<file path="config.mk">
export PLATFORM = sky130hd
export DESIGN_NAME = usb2_ep_router
export DESIGN_NICKNAME = d
export VERILOG_FILES = /design/src/rtl/usb2_ep_router.sv
export SDC_FILE = /design/constraint.sdc
export NUM_CORES = 1
export LEC_CHECK = 0
export ABC_AREA = 1
export BUFFER_PORTS_ARGS = -buffer_cell sky130_fd_sc_hd__buf_2
export CORE_MARGIN = 3
export CORE_UTILIZATION = 51
export CTS_BUF_LIST = sky130_fd_sc_hd__clkbuf_8
export CTS_CLUSTER_SIZE = 28
export DETAILED_ROUTE_END_ITERATION = 7
export GPL_TIMING_DRIVEN = 0
export PLACE_DENSITY = 0.95
export SLEW_MARGIN = 20
export SYNTH_ARGS = -nofsm -noshare
export SYNTH_HDL_FRONTEND = slang
export SYNTH_SLANG_ARGS = --single-unit
</file>
<file path="constraint.sdc">
create_clock -name phy_clk -period 4.45 [get_ports phy_clk]
set_input_delay 0 -clock phy_clk [delete_from_list [all_inputs] [get_ports phy_clk]]
set_output_delay 0 -clock phy_clk [all_outputs]
set_load 0.05 [all_outputs]
</file>
<file path="src/rtl/usb2_ep_router.sv">
// usb2_ep_router: routes packet-layer commit/arm requests to one of NUM_EP
// endpoint buffers. The endpoint number is latched on txn_start and held until
// the transaction ends or an ack timeout aborts it. The block also keeps the
// per-endpoint data toggle and halt state.
// Optional build macro USB2_EP_ROUTER_STATS_EN adds saturating txn/timeout/stall
// counters.

// Per-endpoint toggle and halt state.
module usb2_ep_router_ep #(
  parameter bit         IS_EP0 = 1'b0,
  parameter logic [1:0] MODE   = 2'd0
) (
  input  logic       phy_clk,
  input  logic       reset_n,
  input  logic       sel_hit,
  input  logic       setconfig,
  input  logic       halt_clr,
  input  logic       halt_set,
  input  logic       setup_rx,
  input  logic       tog_act,
  output logic [1:0] toggle,
  output logic       halted
);
  localparam logic [1:0] MODE_ISOCH = 2'd1;

  // Priority on this endpoint: setconfig > halt_clr > setup_rx > toggle advance.
  always_ff @(posedge phy_clk or negedge reset_n) begin
    if (!reset_n) begin
      toggle <= 2'b00;
      halted <= 1'b0;
    end else if (setconfig && !IS_EP0) begin
      toggle <= 2'b00;
      halted <= 1'b0;
    end else if (halt_clr && sel_hit) begin
      toggle <= 2'b00;
      halted <= 1'b0;
    end else begin
      if (setup_rx && IS_EP0)
        toggle <= 2'b01;
      else if (tog_act && sel_hit)
        toggle <= (MODE == MODE_ISOCH) ? 2'b00 : {1'b0, ~toggle[0]};
      // A STALL on EP0 only lasts until the next SETUP.
      if (setup_rx && IS_EP0)
        halted <= 1'b0;
      else if (halt_set && sel_hit)
        halted <= 1'b1;
    end
  end
endmodule

module usb2_ep_router #(
  parameter int                  NUM_EP      = 5,
  parameter logic [2*NUM_EP-1:0] EP_MODES    = 10'b10_01_10_10_00,
  parameter int                  ACK_TIMEOUT = 255
) (
  input  logic                  phy_clk,
  input  logic                  reset_n,
  input  logic [3:0]            sel_endp,
  input  logic                  txn_start,
  input  logic                  txn_end,
  input  logic                  buf_in_commit,
  input  logic                  buf_out_arm,
  input  logic                  data_toggle_act,
  input  logic                  setup_rx,
  input  logic                  setconfig,
  input  logic                  halt_set,
  input  logic                  halt_clr,
  input  logic [NUM_EP-1:0]     ep_hasdata,
  input  logic [8*NUM_EP-1:0]   ep_buf_out_q,
  input  logic [NUM_EP-1:0]     ep_commit_ack,
  input  logic [NUM_EP-1:0]     ep_arm_ack,
  output logic [NUM_EP-1:0]     ep_commit,
  output logic [NUM_EP-1:0]     ep_arm,
  output logic                  buf_in_commit_ack,
  output logic                  buf_out_arm_ack,
  output logic [7:0]            buf_out_q,
  output logic                  buf_out_hasdata,
  output logic [1:0]            endp_mode,
  output logic [1:0]            data_toggle,
  output logic                  endp_halted,
  output logic                  endp_invalid,
  output logic                  ack_timeout,
`ifdef USB2_EP_ROUTER_STATS_EN
  output logic [15:0]           txn_count,
  output logic [7:0]            timeout_count,
  output logic [7:0]            stall_count,
`endif
  output logic                  busy
);
  localparam int EW = $clog2(NUM_EP);
  localparam int CW = $clog2(ACK_TIMEOUT + 1);

  typedef enum logic [1:0] {IDLE, ACTIVE, WAIT_C, WAIT_A} state_t;

  state_t                   state, state_d;
  logic [3:0]               sel_q, sel_d;
  logic [CW-1:0]            cnt, cnt_d;
  logic                     c_ack_d, a_ack_d, to_d;
  logic                     blocked;
  logic                     ep_inval;
  logic [NUM_EP-1:0]        sel_hit_v;
  logic [NUM_EP-1:0]        halt_v;
  logic [NUM_EP-1:0][1:0]   tog_v;
  logic [NUM_EP-1:0][1:0]   mode_v;
  logic [NUM_EP-1:0][7:0]   bq_v;
  logic                     cur_halt;
  logic                     req;

  assign bq_v      = ep_buf_out_q;
  assign ep_inval  = (32'(sel_q) >= NUM_EP);
  // One-hot of the latched endpoint; all-zero when the number is out of range.
  assign sel_hit_v = (NUM_EP'(1) << sel_q[EW-1:0]) & {NUM_EP{~ep_inval}};
  assign cur_halt  = |(halt_v & sel_hit_v);
  assign req       = buf_in_commit | buf_out_arm;

  genvar gi;
  generate
    for (gi = 0; gi < NUM_EP; gi++) begin : g_ep
      localparam logic [1:0] M = (gi == 0) ? 2'd0 : EP_MODES[2*gi +: 2];
      assign mode_v[gi] = M;
      usb2_ep_router_ep #(.IS_EP0(gi == 0), .MODE(M)) u_ep (
        .phy_clk   (phy_clk),
        .reset_n   (reset_n),
        .sel_hit   (sel_hit_v[gi]),
        .setconfig (setconfig),
        .halt_clr  (halt_clr),
        .halt_set  (halt_set),
        .setup_rx  (setup_rx),
        .tog_act   (data_toggle_act),
        .toggle    (tog_v[gi]),
        .halted    (halt_v[gi])
      );
    end
  endgenerate

  // Muxed view of the latched endpoint; zero for an out-of-range number.
  always_comb begin
    buf_out_q       = 8'h00;
    buf_out_hasdata = 1'b0;
    endp_mode       = 2'd0;
    data_toggle     = 2'd0;
    for (int i = 0; i < NUM_EP; i++) begin
      if (sel_hit_v[i]) begin
        buf_out_q       = bq_v[i];
        buf_out_hasdata = ep_hasdata[i];
        endp_mode       = mode_v[i];
        data_toggle     = tog_v[i];
      end
    end
  end

  assign endp_halted  = cur_halt;
  assign endp_invalid = ep_inval;

  // Requests come straight from the state register so an async reset drops them at once.
  assign ep_commit = (state == WAIT_C) ? sel_hit_v : '0;
  assign ep_arm    = (state == WAIT_A) ? sel_hit_v : '0;
  assign busy      = (state != IDLE);

  // Transaction FSM state, latched select, timeout counter and pulse outputs.
  always_ff @(posedge phy_clk or negedge reset_n) begin
    if (!reset_n) begin
      state             <= IDLE;
      sel_q             <= 4'd0;
      cnt               <= '0;
      buf_in_commit_ack <= 1'b0;
      buf_out_arm_ack   <= 1'b0;
      ack_timeout       <= 1'b0;
    end else begin
      state             <= state_d;
      sel_q             <= sel_d;
      cnt               <= cnt_d;
      buf_in_commit_ack <= c_ack_d;
      buf_out_arm_ack   <= a_ack_d;
      ack_timeout       <= to_d;
    end
  end

  // Next state: commit beats arm; an ack beats a timeout in the same cycle.
  always_comb begin
    state_d = state;
    sel_d   = sel_q;
    cnt_d   = cnt;
    c_ack_d = 1'b0;
    a_ack_d = 1'b0;
    to_d    = 1'b0;
    blocked = 1'b0;
    case (state)
      IDLE: begin
        if (txn_start) begin
          sel_d   = sel_endp;
          state_d = ACTIVE;
        end
      end
      ACTIVE: begin
        blocked = req & (cur_halt | ep_inval);
        if (req && !(cur_halt || ep_inval)) begin
          cnt_d   = '0;
          state_d = buf_in_commit ? WAIT_C : WAIT_A;
        end else if (txn_end) begin
          state_d = IDLE;
        end
      end
      WAIT_C, WAIT_A: begin
        if ((state == WAIT_C) ? |(ep_commit_ack & sel_hit_v) : |(ep_arm_ack & sel_hit_v)) begin
          c_ack_d = (state == WAIT_C);
          a_ack_d = (state == WAIT_A);
          state_d = ACTIVE;
        end else if (cnt == CW'(ACK_TIMEOUT - 1)) begin
          to_d    = 1'b1;
          state_d = IDLE;
        end else begin
          cnt_d = cnt + CW'(1);
        end
      end
      default: state_d = IDLE;
    endcase
  end

`ifdef USB2_EP_ROUTER_STATS_EN
  // Saturating activity counters, cleared along with the configuration.
  always_ff @(posedge phy_clk or negedge reset_n) begin
    if (!reset_n) begin
      txn_count     <= '0;
      timeout_count <= '0;
      stall_count   <= '0;
    end else if (setconfig) begin
      txn_count     <= '0;
      timeout_count <= '0;
      stall_count   <= '0;
    end else begin
      if ((buf_in_commit_ack || buf_out_arm_ack) && (txn_count != 16'hFFFF))
        txn_count <= txn_count + 16'd1;
      if (ack_timeout && (timeout_count != 8'hFF))
        timeout_count <= timeout_count + 8'd1;
      if (blocked && (stall_count != 8'hFF))
        stall_count <= stall_count + 8'd1;
    end
  end
`endif

endmodule

</file>
; ---- Word level (Yosys, flattened, before mapping)
; Cells that the tools add are included.
[classes]
add_sub_neg = 1
n_lt_le_gt_ge = 1
eq_ne = 10
shift = 1
mux = 70
n_bitwise = 10
reduce_logical = 38
[op_table]
columns = op, n
row1 = two-way mux 8 bit, 8
row2 = two-way mux 2 bit, 29
row3 = nonzero test 3 bit, 10
row4 = two-way mux 1 bit, 29
row5 = AND 5 bit, 4
row6 = logical AND 1 bit, 16
row7 = case mux 8 bit (2 select lines), 1
row8 = OR reduction 5 bit, 3
row9 = two-way mux 5 bit, 2
row10 = "adder 8 x 1 -> 8 bit, second input constant", 1
row11 = "equality test 8 bit, second input constant", 1
row12 = "inequality test 2 bit, second input constant", 4
row13 = "inequality test 3 bit, second input constant", 2
row14 = case mux 2 bit (3 select lines), 1
row15 = NOT 1 bit, 5
row16 = "<< shifter 1 x 3 -> 5 bit, first input constant", 1
row17 = "equality test 2 bit, second input constant", 2
row18 = ">= comparator 4 x 3 -> 1 bit, second input constant", 1
row19 = AND reduction 4 bit, 1
row20 = nonzero test 2 bit, 2
row21 = AND reduction 3 bit, 1
row22 = "equality test 2 x 1 -> 1 bit, second input constant", 1
row23 = logical NOT 2 bit, 1
row24 = AND reduction 2 bit, 1
row25 = other kinds (4), 4
[totals]
regBits = 32
in_bits = 70
out_inout_bits = 29
elab_cells = 147

; ---- Longest topological paths before layout
; Gate-level depths: netlist of run 1.
[depth]
ltp_word = 10
depth_mapped = 13

; ---- Modules after synthesis
; A second synthesis of run 1 with hierarchy kept.
[hier_totals]
cells_unflattened = 309
hier_area_um2 = 2064.5
[modules_own_cells]
columns = module, instances, cells_per_inst, area_each_um2, seq_area_each_um2
row1 = usb2_ep_router, 1, 244, 1581.5, 425.4
row2 = usb2_ep_router_ep at g_ep[1].u_ep ..., 3, 13, 100.1, 50.0
row3 = usb2_ep_router_ep at g_ep[0].u_ep, 1, 17, 118.9, 50.0
row4 = usb2_ep_router_ep at g_ep[3].u_ep, 1, 9, 63.8, 25.0

; ---- Worst setup path after synthesis of run 1
; No wires, ideal clock.
[synth_path]
path_kind = flip-flop to output port
from = register sel_q[1]
to = output port data_toggle[0]
arrival_ns = 1.964
slack_ns = 2.486
stages_incl_launch_ff = 4
path_buffers = 0
cell_sequence = dfrtp_1 -> nor2_2 -> nand2_1 -> o21ai_0
[synth_between]
elab_chain_cells = 8
word_cells_on_any_way = 9
[synth_rtl]
columns = item, line
row1 = from (decl), 96  ; logic [3:0] sel_q, sel_d;
row2 = from (signal assigned), 171  ; sel_q <= sel_d;
row3 = >= comparator 4 x 3 -> 1 bit, 110  ; assign ep_inval = (32'(sel_q) >= NUM_EP);
row4 = NOT 1 bit, 112  ; assign sel_hit_v = (NUM_EP'(1) << sel_q[EW-1:0]) & {NUM_EP{~ep_inval}};
row5 = AND 5 bit (*), 112
row6 = two-way mux 2 bit (4 in a row), 143  ; if (sel_hit_v[i]) begin
row7 = two-way mux 2 bit (*), 143
row8 = to (decl), 79  ; output logic [1:0] data_toggle,
; Every way passes the cells marked *; elsewhere a longest branch is shown, timed or not.

; ---- Final worst setup path of run 1
[layout_path]
from = register sel_q[1]
to = output port buf_out_q[2]
[layout_between]
elab_chain_cells = 8
word_cells_on_any_way = 9
[layout_rtl]
columns = item, line
row1 = >= comparator 4 x 3 -> 1 bit, 110
row2 = NOT 1 bit, 112
row3 = AND 5 bit (*), 112
row4 = two-way mux 8 bit (4 in a row), 143
row5 = two-way mux 8 bit (*), 143
row6 = to (decl), 76  ; output logic [7:0] buf_out_q,
; Marks and branches as above.

==> out/metrics.csv, run 1 <==
stage,metric,value,unit
run_status,status,finished clean,
route,highest routing layer actually used,met4,
sta,post-layout min period,2.15,ns
placed_design,routability cong.,0.863,
logic_synthesis,Post-Syn Nets,361,
min_path,Worst Hold Class,in2reg,
route,M1 WL,2240,µm
route,met3 wire len,516,µm
logic_synthesis,Synth Instances,289,
setup_path,Critical Path Sink Type,output port,
clock_network,cts repair resizes,0,
logic_synthesis,post-synthesis mux area share,0,%
logic_synthesis,dominant cell by count in the synthesized netlist,nand2_1,
sta,Clock Skew,0.00496,ns
flow_run,max capacitance violation total,0,
power_and_ir_drop,worst vdd ir,0.392,mV
global_route,vias in the first global route,2200,
logic_synthesis,ranking of synthesized cells by area,"dfrtp_1 34%, nand2_1 14%, nand3_1 9.7%",
sta,PnR worst setup slack,2.30,ns
logic_synthesis,Synth Cell Area,1920,µm²
clock_network,Worst-Skew Late Latency,0.27,ns
global_route,total congestion overflow,0,
floorplanning,core area,3470,µm²
logic_synthesis,Yosys top cell by area,dfrtp_1,
cells_and_area,share of layout cells above drive strength 1,31.2,%
clock_network,CTS sink cnt,26,
floorplanning,Boundary Pins,99,
cells_and_area,FF/Latch Area,651,µm²
clock_network,CTS Hold Bufs,7,
logic_synthesis,post-synthesis xor/xnor area fraction,1.83,%
logic_synthesis,Synth top area share,34.0,%
setup_path,R2R Setup Slk,2.61,ns
global_route,GRT Overall Usage,26.7,%
cells_and_area,Nets,470,
logic_synthesis,largest family of logic cells by synthesized area,simple AND/OR/NAND/NOR gates,
clock_network,Post-CTS Repair Setup Buffers,0,
logic_synthesis,Post-synth ARST share,100,%
floorplanning,Die ar.,4530,µm²
setup_path,Crit Path Class,reg2out,
sta,fmax,0.465,GHz
clock_network,CTS tree,done,
global_route,largest net degree at the start of global routing,27,
clock_network,CTS Buf Count,3,
clock_network,Root Driver,clkbuf_8,
cells_and_area,area of the multi-input gates,1050,µm²
sta,Pins Over Slew Limit,0,
logic_synthesis,Commonest cells post-synth,"71 x nand2_1, 42 x nor2_1, 41 x inv_1",
sta,Slew HR,60.9,%
global_route,initial antenna violation count,0,
placed_design,# port buffers,97,
setup_path,crit start category,register,
floorplanning,row count,21,
cells_and_area,area delta synth->final,34.9,%
logic_synthesis,Synth cell types,28,
logic_synthesis,main flop type after synthesis,dfrtp_1,
logic_synthesis,yosys warns,0,
route,via count,2336,
sta,Final Hold Violating Endpoints,0,
route,final wirelength,5980,µm
placed_design,dpl cells,432,
floorplanning,Initial Util,55.2,%
placed_design,hpwl dp,4540,µm
clock_network,htree depth,1,
logic_synthesis,compound-gate portion of the synthesized area,13.9,%
global_route,first-pass GRT wire length,9260,µm
logic_synthesis,Post-Synthesis Mean Instance Area,6.63,µm²
cells_and_area,diode count,0,
route,WL met2,3050,µm
sta,post-route setup TNS,0,ns
setup_path,crit path max fanout,10,
logic_synthesis,Adder-Cell Fraction of Synth Area,1.31,%
logic_synthesis,Seq cells post-synth,26,
sta,hold_ws,0.00719,ns
power_and_ir_drop,PwrDens,436,nW/µm²
route,routed vias/inst,5.27,
route,drt pass-1 iters,4,
logic_synthesis,simple-gate share of the synthesized area,37.8,%
route,DR WL/cell,13.5,µm
logic_synthesis,"EDFF count, synth",0,
cells_and_area,Layout Utilization,74.5,%
floorplanning,Horiz. Die Dim,67.3,µm
setup_path,critical path required time,4.45,ns
sta,RSZ-0062 raised after global routing,false,
sta,Tcrit/Tclk final,48.3,%
sta,Final Setup Violations,0,
placed_design,pre-CTS WS,2.61,ns
cells_and_area,"Cell Count, Final, Fillers Out",443,
power_and_ir_drop,LEAKAGE,1.46,nW
clock_network,CTS max path bufs,2,
route,drt drc,0,
floorplanning,Chip Height,67.3,µm
route,Post-DRT Antenna Nets,0,
setup_path,worst endpoint data arrival time,2.15,ns
clock_network,Worst-path clk slew,0.09,ns
route,initial DRC count,149,
cells_and_area,Fill cells,291,
sta,Slew @ Worst Pin,0.587,ns
logic_synthesis,sequential area share after synthesis,34.0,%
critical path, cell delays in order (launching register included):
cell and delay (ns):
dfrtp_1 0.41, inv_1 0.09, nor2_2 0.12, nand2_2 0.14
inv_1 0.13, clkbuf_1 0.38, nand2_1 0.14, nand3_1 0.11
a221o_1 0.10, buf_2 0.25
logic make-up after synthesis:
kind of cell               count (synthesis)
xor gates and xnor gates                   4
other                                      1
buffers and inverters                     50
adders and majority gates                  2
AOI/OAI and AO/OA                         40
DFF                                       26
and+or+nand+nor                          166
sequential cells by signal (all words and copies together), names as in the netlist:
name and cells:
buf_out_arm_ack 1, g_ep.u_ep.halted 5, g_ep.u_ep.toggle 4, state 2
ack_timeout 1, cnt 8, sel_q 4, buf_in_commit_ack 1
report_power, final:
| part | total [mW] | switching [mW] | internal, mW |
|---|---|---|---|
| clock | 0.155 | 0.0754 | 0.0792 |
| combinational | 0.655 | 0.466 | 0.189 |
| sequential | 0.317 | 0.0401 | 0.277 |
| total | 1.13 | 0.581 | 0.545 |
cell type report:
cell class                      count  area share [%]
Buffer                              8            2.03
Clock buffer                        4            2.13
Multi-Input combinational cell    213            40.8
Timing Repair Buffer              104            21.5
Tap cell                           46            2.23
Sequential cell                    26            25.2
Inverter                           42            6.10
metrics by stage:
step                      instance area (µm²)  power (mW)
after floorplan                          1920       0.808
after global placement                   2460       0.951
after detailed placement                 2460       0.965
after CTS                                2580        1.12
after global routing                     2580        1.20
final                                    2580        1.13
per-layer routing:
layer / track usage (%) / vias to the layer above
met5: 0 / -
li1: - / 1144
met1: 28.3 / 1066
met4: 14.2 / 0
met2: 49.9 / 110
met3: 4.49 / 16
path summary, 6_finish.rpt:
| path | to | from | depth (start not counted) |
|---|---|---|---|
| max | buf_out_q[2] | sel_q[1]$_DFFE_PN0P_ | 9 |
| min | g_ep[1].u_ep.halted$_DFFE_PN0P_ | halt_set | 3 |
| max reg2reg | cnt[0]$_DFFE_PN0P_ | sel_q[2]$_DFFE_PN0P_ | 13 |
| min reg2reg | g_ep[1].u_ep.halted$_DFFE_PN0P_ | g_ep[1].u_ep.halted$_DFFE_PN0P_ | 2 |
| max in group asynchronous | cnt[3]$_DFFE_PN0P_ | reset_n | 2 |
| min in group asynchronous | state[0]$_DFFE_PN0P_ | reset_n | 2 |
cell usage in the layout, fill, tap and decap left out, types with 3 or more instances in the layout:
cell type      netlist  routed
inv_1               41      41
a21oi_1             12      12
nor2_1              42      42
xor2_1               3       3
dlygate4sd3_1        0       7
nand3_1             37      37
clkbuf_8             0       4
nand3_2              3       3
o21ai_2              5       5
a221o_1              9       9
buf_2                3     100
nand2_2              3       3
dfrtp_1             26      26
o21ai_0             11      11
nand2_1             71      71
nor2_2               5       5
No activity file was read; power rests on OpenSTA's default activity.
==> inputs of run 2 (changes only) <==
CORE_UTILIZATION = 47   (was 51)
PLACE_DENSITY = 0.89   (was 0.95)
clock period = 2.1 ns   (was 4.45 ns; I/O delays follow)
==> run 2 against run 1 <==
- non-clock buffer count increased by 4
- clock power increased by 120%
- sequential share of layout area decreased by 0.75 points
- worst setup slack got worse by 2.2 ns
- via count increased by 2.7%
- sequential power increased by 120%
- wire length increased by 4.2%
- register-to-register slack got worse by 2.4 ns
- design area increased by 3.1%
- die area increased by 7.7%
- global-route usage decreased by 2.8 points
==> out/metrics.csv, run 2 (synthesized netlist as in run 1, its figures left out) <==
stage,metric,value,unit
run_status,status,finished clean,
cells_and_area,FF/Latch Area,651,µm²
cells_and_area,Largest Register,cnt,
power_and_ir_drop,Flop pwr share,27.6,%
floorplanning,Boundary Pins,99,
setup_path,CP cell instances,nor2_2 -> buf_6 -> nand2_2 -> inv_1 -> clkbuf_4 -> nand2_1 -> nand3_1 -> a221o_1 -> buf_2,
floorplanning,Horiz. Die Dim,69.8,µm
floorplanning,Chip Height,69.8,µm
sta,Final Setup Violations,0,
route,DR WL/cell,13.8,µm
global_route,initial antenna violation count,0,
clock_network,Worst-Skew Late Latency,0.28,ns
power_and_ir_drop,Clock Power Share,13.4,%
cells_and_area,"most common cell after layout, fill and taps aside",buf_2,
power_and_ir_drop,Sw Pwr,1.29,mW
cells_and_area,Largest register FFs,8,
power_and_ir_drop,combinational share of power,59.0,%
sta,post-layout min period,2.03,ns
setup_path,worst endpoint data arrival time,2.03,ns
sta,Pins Over Slew Limit,0,
placed_design,hpwl dp,4700,µm
floorplanning,Initial Util,50.4,%
clock_network,CTS Buf Count,3,
cells_and_area,share of layout cells above drive strength 1,33.8,%
sta,Final Hold Violating Endpoints,0,
setup_path,Top Family by Delay on Critical Path,buffers and inverters,
global_route,vias in the first global route,2253,
cells_and_area,area of the multi-input gates,1080,µm²
setup_path,crit path max fanout,10,
global_route,largest net degree at the start of global routing,27,
sta,Slew HR,60.7,%
route,drt pass-1 iters,6,
min_path,Worst Hold Class,in2reg,
setup_path,WP buf/inv,4,
route,final wirelength,6230,µm
cells_and_area,diode count,0,
flow_run,max capacitance violation total,0,
power_and_ir_drop,LEAKAGE,1.49,nW
placed_design,# port buffers,97,
route,via count,2399,
clock_network,CTS max path bufs,2,
cells_and_area,most frequent cells in the layout,"98 x buf_2, 69 x nand2_1, 41 x nor2_1",
sta,Tcrit/Tclk final,96.6,%
power_and_ir_drop,PwrDens,935,nW/µm²
floorplanning,row count,22,
power_and_ir_drop,cell-internal power,1.20,mW
global_route,first-pass GRT wire length,9690,µm
cells_and_area,Nets,475,
clock_network,Worst-path clk slew,0.09,ns
placed_design,routability cong.,0.871,
setup_path,Critical Path Sink Type,output port,
global_route,GRT Overall Usage,23.9,%
sta,hold_ws,0.00310,ns
route,drt drc,0,
route,initial DRC count,116,
sta,Clock Skew,0.00513,ns
power_and_ir_drop,total power,2.49,mW
setup_path,Crit Path Class,reg2out,
setup_path,Worst path max stage delay,0.42,ns
floorplanning,core area,3800,µm²
power_and_ir_drop,Sw Share,51.8,%
setup_path,critical path required time,2.10,ns
global_route,total congestion overflow,0,
setup_path,crit start category,register,
sta,fmax,0.493,GHz
clock_network,CTS sink cnt,26,
power_and_ir_drop,worst vdd ir,0.798,mV
clock_network,htree depth,1,
sta,Slew @ Worst Pin,0.590,ns
cells_and_area,area delta synth->final,39.0,%
clock_network,CTS tree,done,
setup_path,R2R Setup Slk,0.25,ns
route,routed vias/inst,5.33,
route,Post-DRT Antenna Nets,0,
floorplanning,Die ar.,4880,µm²
clock_network,Root Driver,clkbuf_8,
cells_and_area,largest registers,"cnt x8, g_ep.u_ep.halted x5",
cells_and_area,Fill cells,324,
setup_path,CP max stage cell,dfrtp_1,
run 2: power groups by stage:
stage	clock [mW]	sequential [mW]	combinational (mW)
after floorplan	0	0.672	1.04
after CTS	0.336	0.672	1.39
after global routing	0.366	0.699	1.58
after global placement	0	0.673	1.35
after detailed placement	0	0.681	1.37
final	0.334	0.686	1.47
run 2: path summary, 6_finish.rpt:
check                                           startpoint  cells past startpoint                         endpoint
max                                   sel_q[3]$_DFFE_PN0P_                      9                     buf_out_q[4]
min                                               halt_set                      3  g_ep[2].u_ep.halted$_DFFE_PN0P_
max reg2reg                           sel_q[1]$_DFFE_PN0P_                     12               cnt[0]$_DFFE_PN0P_
min reg2reg                g_ep[1].u_ep.halted$_DFFE_PN0P_                      2  g_ep[1].u_ep.halted$_DFFE_PN0P_
max in group asynchronous                          reset_n                      2        buf_out_arm_ack$_DFF_PN0_
min in group asynchronous                          reset_n                      2             sel_q[1]$_DFFE_PN0P_
run 2: worst min-delay path: cells and delay by family:
family                 cells  cell delay (ns)
buffers and inverters      1             0.13
AND/OR/NAND/NOR            1             0.06
AO/OA/AOI/OAI              1             0.06
run 2: cell type report:
cell class | instances | area share [%]
repair buffers | 109 | 22.4
clock buffers | 4 | 2.07
repair inverters | 1 | 0.282
well taps | 48 | 2.26
flip-flops and latches | 26 | 24.4
plain buffers | 7 | 1.97
inverters | 42 | 6.16
multi-input cells | 213 | 40.5
run 2: per-stage QoR:
| step | cells | TNS (ns) | util (%) | worst slack, ns | cell area [µm²] |
|---|---|---|---|---|---|
| 3_5_place_dp | 434 | 0 | 64.8 | 0.280 | 2460 |
| 4_1_cts | 444 | -0.0143 | 68.0 | -0.00954 | 2580 |
| 2_1_floorplan | 289 | 0 | - | 0.136 | 1920 |
| 5_1_grt | 450 | -0.150 | 70.1 | -0.0282 | 2660 |
| 6_report | 450 | 0 | 70.1 | 0.0715 | 2660 |
| 3_3_place_gp | 434 | 0 | 64.8 | 0.301 | 2460 |
run 2: timing repair:
| action | 4_1_cts | 5_1_grt |
|---|---|---|
| cloned | 0 | 1 |
| hold buffers | 7 | 0 |
| buffers inserted | 0 | 5 |
| hold endpoints to repair | 32 | 0 |
| resized for setup | 1 | 13 |
| pin swaps | 0 | 1 |
| setup endpoints to repair | 6 | 10 |
run 2: metal layers:
| layer | track usage, % | part of all wire (%) |
|---|---|---|
| met5 | 0 | 0 |
| met4 | 11.1 | 2.6 |
| met3 | 3.48 | 8.6 |
| met2 | 43.8 | 51 |
| met1 | 27.0 | 38 |
